File: src/rtl/dac_frame_sched.sv
// Frame scheduler for the DAC8411 path: sample-rate tick, 1-deep sample buffer, SPI frame
// sequencing for spi_main_x2. Define DAC_SCHED_UNDERRUN_CNT_EN to add underrun_count.
module dac_frame_sched #(
   parameter int unsigned WORD_WIDTH = 16,
   parameter int unsigned DIV_WIDTH  = 12
) (
   input  logic                  sys_clk,
   input  logic                  rst_n,
   input  logic                  enable,
   input  logic [DIV_WIDTH-1:0]  rate_div,
   input  logic [WORD_WIDTH-1:0] sample_in,
   input  logic                  sample_valid,
   output logic                  sample_ready,
   input  logic                  pwr_req,
   input  logic [1:0]            pwr_state_in,
   output logic                  pwr_ack,
   input  logic                  spi_csb,
   output logic                  spi_load,
   output logic [WORD_WIDTH-1:0] spi_word,
   output logic [1:0]            spi_power_state,
   output logic                  busy,
`ifdef DAC_SCHED_UNDERRUN_CNT_EN
   output logic                  underrun,
   output logic [7:0]            underrun_count
`else
   output logic                  underrun
`endif
);

   typedef enum logic [1:0] {StIdle, StLoad, StArmed, StBusy} state_e;

   state_e                state_q, state_d;
   logic [DIV_WIDTH-1:0]  cnt_q, cnt_d;
   logic                  tick_pend_q, tick_pend_d;
   logic [WORD_WIDTH-1:0] buf_q, buf_d;
   logic                  buf_full_q, buf_full_d;
   logic [WORD_WIDTH-1:0] word_q, word_d;
   logic [1:0]            pstate_q, pstate_d;
   logic                  pwr_ack_q, pwr_ack_d;
   logic                  underrun_q, underrun_d;
   logic [2:0]            tmo_q, tmo_d;

   logic tick;
   logic launch_pwr;
   logic launch_smp;
   logic buf_wr;
   logic buf_pop;
   logic tick_lost;
   logic empty_launch;

   // Sample-rate counter; a shrinking rate_div below the count wraps without a tick.
   always_comb begin
      tick  = 1'b0;
      cnt_d = cnt_q;
      if (!enable) begin
         cnt_d = '0;
      end else if (cnt_q == rate_div) begin
         tick  = 1'b1;
         cnt_d = '0;
      end else if (cnt_q > rate_div) begin
         cnt_d = '0;
      end else begin
         cnt_d = cnt_q + 1'b1;
      end
   end

   // spi_main_x2 has no reset, so IDLE only launches once csb shows the core idle.
   always_comb begin
      state_d    = state_q;
      tmo_d      = tmo_q;
      launch_pwr = 1'b0;
      launch_smp = 1'b0;
      unique case (state_q)
         StIdle: begin
            if (spi_csb) begin
               if (pwr_req) begin
                  launch_pwr = 1'b1;
                  state_d    = StLoad;
               end else if (tick_pend_q) begin
                  launch_smp = 1'b1;
                  state_d    = StLoad;
               end
            end
         end
         StLoad: begin
            state_d = StArmed;
            tmo_d   = '0;
         end
         StArmed: begin
            if (!spi_csb) begin
               state_d = StBusy;
            end else if (tmo_q == 3'd3) begin
               state_d = StIdle;
            end else begin
               tmo_d = tmo_q + 3'd1;
            end
         end
         StBusy: begin
            if (spi_csb) begin
               state_d = StIdle;
            end
         end
         default: state_d = StIdle;
      endcase
   end

   always_comb begin
      buf_wr       = sample_valid && !buf_full_q;
      buf_pop      = launch_smp && buf_full_q;
      empty_launch = launch_smp && !buf_full_q;
      tick_lost    = tick && tick_pend_q && !launch_smp;

      buf_d      = buf_wr ? sample_in : buf_q;
      buf_full_d = buf_full_q;
      if (buf_pop) begin
         buf_full_d = 1'b0;
      end else if (buf_wr) begin
         buf_full_d = 1'b1;
      end

      word_d     = buf_pop ? buf_q : word_q;
      pstate_d   = launch_pwr ? pwr_state_in : pstate_q;
      pwr_ack_d  = launch_pwr;
      underrun_d = underrun_q | tick_lost | empty_launch;

      tick_pend_d = tick_pend_q;
      if (!enable) begin
         tick_pend_d = 1'b0;
      end else if (tick) begin
         tick_pend_d = 1'b1;
      end else if (launch_smp) begin
         tick_pend_d = 1'b0;
      end
   end

   always_ff @(posedge sys_clk or negedge rst_n) begin
      if (!rst_n) begin
         state_q     <= StIdle;
         cnt_q       <= '0;
         tick_pend_q <= 1'b0;
         buf_q       <= '0;
         buf_full_q  <= 1'b0;
         word_q      <= '0;
         pstate_q    <= 2'b00;
         pwr_ack_q   <= 1'b0;
         underrun_q  <= 1'b0;
         tmo_q       <= '0;
      end else begin
         state_q     <= state_d;
         cnt_q       <= cnt_d;
         tick_pend_q <= tick_pend_d;
         buf_q       <= buf_d;
         buf_full_q  <= buf_full_d;
         word_q      <= word_d;
         pstate_q    <= pstate_d;
         pwr_ack_q   <= pwr_ack_d;
         underrun_q  <= underrun_d;
         tmo_q       <= tmo_d;
      end
   end

`ifdef DAC_SCHED_UNDERRUN_CNT_EN
   logic [7:0] ucnt_q, ucnt_d;

   // Lost tick and empty launch are mutually exclusive, so +1 covers every event.
   always_comb begin
      ucnt_d = ucnt_q;
      if ((tick_lost || empty_launch) && (ucnt_q != 8'hFF)) begin
         ucnt_d = ucnt_q + 8'd1;
      end
   end

   always_ff @(posedge sys_clk or negedge rst_n) begin
      if (!rst_n) begin
         ucnt_q <= '0;
      end else begin
         ucnt_q <= ucnt_d;
      end
   end

   assign underrun_count = ucnt_q;
`endif

   assign sample_ready    = !buf_full_q;
   assign pwr_ack         = pwr_ack_q;
   assign spi_load        = (state_q == StLoad);
   assign spi_word        = word_q;
   assign spi_power_state = pstate_q;
   assign busy            = (state_q != StIdle);
   assign underrun        = underrun_q;

endmodule
File: config.mk
export PLATFORM = sky130hd
export DESIGN_NAME = dac_frame_sched
export DESIGN_NICKNAME = d
export VERILOG_FILES = /design/src/rtl/dac_frame_sched.sv
export SDC_FILE = /design/constraint.sdc
export NUM_CORES = 1
export LEC_CHECK = 0
export CORE_MARGIN = 1
export CORE_UTILIZATION = 34
export CTS_CLUSTER_DIAMETER = 50
export DETAILED_ROUTE_END_ITERATION = 8
export GPL_ROUTABILITY_DRIVEN = 0
export SKIP_CTS_REPAIR_TIMING = 1
export SLEW_MARGIN = 15
export SYNTH_ARGS = -nofsm -noshare
export SYNTH_HDL_FRONTEND = slang
export SYNTH_SLANG_ARGS = --single-unit
File: constraint.sdc
create_clock -name sys_clk -period 2.5 [get_ports sys_clk]
set_clock_uncertainty 0.15 [all_clocks]
set_input_delay 0.5 -clock sys_clk [delete_from_list [all_inputs] [get_ports sys_clk]]
set_output_delay 0.5 -clock sys_clk [all_outputs]
set_load 0.02 [all_outputs]
==> key figures <==
Status
  – Status: finished clean

Run
  – Max-cap violations: 0

Place
  – Dpl ws: -0.235 ns
  – IO buf count: 58
  – Post-DP HPWL: between 3 and 4 mm

Worst setup path
  – Max incr delay on CP: between 0.6 and 0.7 ns
  – Crit-path cells: and2b_1, clkdlybuf4s50_1
  – Worst Path Arrival: roughly 1.6 ns
  – Setup crit end kind: output port
  – Startpoint Class: flop
  – Max FO, Critical Path: 8
  – Crit path buffers/inverters: 1
  – Worst Path Required: approximately 1.9 ns
  – Kind of critical path: flop to output port
  – Crit path max-delay family: buffers and inverters
  – CP max-delay cell: clkdlybuf4s50_1

Timing
  – Worst-Margin Slew: ~0.57 ns
  – Final Max Tran Viols: 0
  – Minimum clock period: 2.29 ns
  – Final setup violation count: 0
  – RSZ-0062 raised after global routing: no
  – Fin crit share: about nine tenths
  – Fin Setup TNS: 0 ns
  – Hold Vio Cnt, Final: 0
  – Relative slew slack: about 62%
  – F_max: 437 MHz
  – Setup WS post-layout: 0.212 ns

Synthesis
  – Synth top cells by count: 55 x dfrtp_1, 25 x mux2_2, 22 x inv_1
  – Compound-cell area share of the yosys netlist: between 5 and 6%
  – Synth area leaders: dfrtp_1 52%, mux2_2 11%, ha_1 7.1%
  – YS warnings: 0
  – Simple-Gate Fraction of Synth Area: around a tenth
  – Synth Instances: around 210
  – Adder-cell share of the synthesized area: 7.12%
  – Distinct cells, synth: 36
  – Synth async-reset ratio: 100%
  – Average size of a mapped cell: 12.4 sq um
  – Synth Net Count: between 200 and 300
  – Post-synth EDFFs: 0
  – Most used DFF post-synth: dfrtp_1
  – Main combinational cell family by area after synthesis: multiplexers
  – Sequential area share after synthesis: 52.2%
  – Count leader, synth: dfrtp_1
  – Register bit total from synthesis: between 50 and 60
  – Top cell type's share of synthesized area: 52.2%
  – XOR/XNOR share of the synthesized area: approximately 3.3%
  – Cell Area, Synth: 0.00264 sq mm
  – Multiplexer area fraction after synthesis: between 10% and 20%
  – Largest area contributor in the netlist: dfrtp_1

Cells and area
  – Ant diodes: 0
  – Area Growth Syn to Fin: 30.9%
  – Multi-input logic area: roughly 0.0011 sq mm
  – Final Net Count: roughly 330
  – Layout cells sized above 1: 20.3%
  – FF+latch area: 0.00138 sq mm
  – Number of fillers in the final layout: a little under 700
  – Post-layout util: about 47%

Routing
  – Wire length per cell: ~13 microns
  – Final WL: between 5 and 6 mm
  – ANT nets after route: 0
  – Number of vias per cell: roughly 4.8
  – DRC viols: 0
  – Initial DRC Count: just under 60
  – Initial DRT Pass Iterations: 4
  – Detailed-route via count: 1814

Power and ir drop
  – PD cells: approximately 570 mW/mm^2
  – VDD IR max: around 0.27 mV
  – Total design power: just under 2 mW
  – Leakage: 1.57 nW

Die
  – FP Rows: 31
  – I/O pin cnt: 59
  – Die Ht: roughly 90 microns
  – Die width: between 90 and 100 microns
  – Core ar.: 0.00737 sq mm
  – Initial Utilization: between 30% and 40%
  – Die footprint: 0.00811 sq mm

Clocking
  – H-tree depth: 2
  – Worst-path clk slew: roughly 0.09 ns
  – CTS tree: done
  – Root buf cell: clkbuf_8
  – Num CTS Buffers: 5
  – Skew-Pair Late Insertion Delay: about 0.30 ns
  – CTS Buffer Depth: 2
  – Num Clock Sinks: 55

Global route
  – Vias in the first global route: between 1500 and 2000
  – Total gr overflow: 0
  – First-pass GRT wire length: roughly 8.6 mm
  – Largest net degree at the start of global routing: 24
  – GRT Total Usage: a little over an eighth
  – Initial antenna violation count: 0

Worst hold path
  – Hold crit path type: primary input to asynchronous set/reset pin
per-stage QoR:
| stage | cells | hold slack (ns) | cell area [sq um] |
|---|---|---|---|
| after global placement | 372 | 0.310 | 3350 |
| after global routing | 380 | 0.0494 | 3450 |
| after detailed placement | 372 | 0.330 | 3350 |
| after floorplan | 213 | 0.0544 | 2640 |
| after CTS | 380 | 0.0346 | 3450 |
| final | 380 | 0.0200 | 3450 |
registers in the layout, indices dropped and copies added (netlist names):
register and count:
state_q 2, pwr_ack 1, buf_q 16, tmo_q 3
spi_word 16, buf_full_q 1, cnt_q 12, spi_power_state 2
underrun 1, tick_pend_q 1
path summary, 6_finish.rpt:
path	slack, ns	end	cells past startpoint	startpoint
max reg2reg	0.46	cnt_q[1]	6	cnt_q[9]
min	0.02	cnt_q[1]	1	rst_n
max in group asynchronous	1.54	buf_q[4]	2	rst_n
min in group sys_clk	0.34	underrun	2	underrun
max	0.21	spi_load	2	state_q[1]
min reg2reg	0.34	underrun	2	underrun
cells by family after synthesis:
logic type / count (synthesis)
DFF: 55
buffers and inverters: 29
xor gates and xnor gates: 10
muxes: 34
adders and majority gates: 15
AOI/OAI and AO/OA: 24
and+or+nand+nor: 46
per-layer routing:
metal | global-route usage [%] | part of all wire [%] | vias up
li1 | - | - | 890
met1 | 17.0 | 48 | 874
met2 | 21.3 | 46 | 44
met3 | 2.71 | 4.0 | 6
met4 | 5.91 | 1.5 | 0
met5 | 0 | 0 | -
placed cells by master (no fill, tap or decap), types with 4 or more instances in the layout:
cell type	count
dfrtp_1	55
ha_1	15
a21oi_1	5
nand3_1	4
inv_1	22
mux2_4	9
nand4_1	6
xnor2_1	9
mux2_2	25
nand2_1	7
clkbuf_8	6
buf_4	9
clkdlybuf4s50_1	57
nor4_1	13
o21ai_0	5
cell type report:
class	count	area share, %
sequential	55	39.9
timing repair buffer	67	18.6
tap	99	3.59
clock buffer	7	2.50
multi-input combinational	129	32.7
inverter	22	2.39
clock inverter	1	0.254
power breakdown:
group	switching, mW	total [mW]	internal (mW)
Sequential	0.0770	1.06	0.979
Clock	0.275	0.502	0.228
Combinational	0.171	0.395	0.224
(Power assumes the default switching activity.)
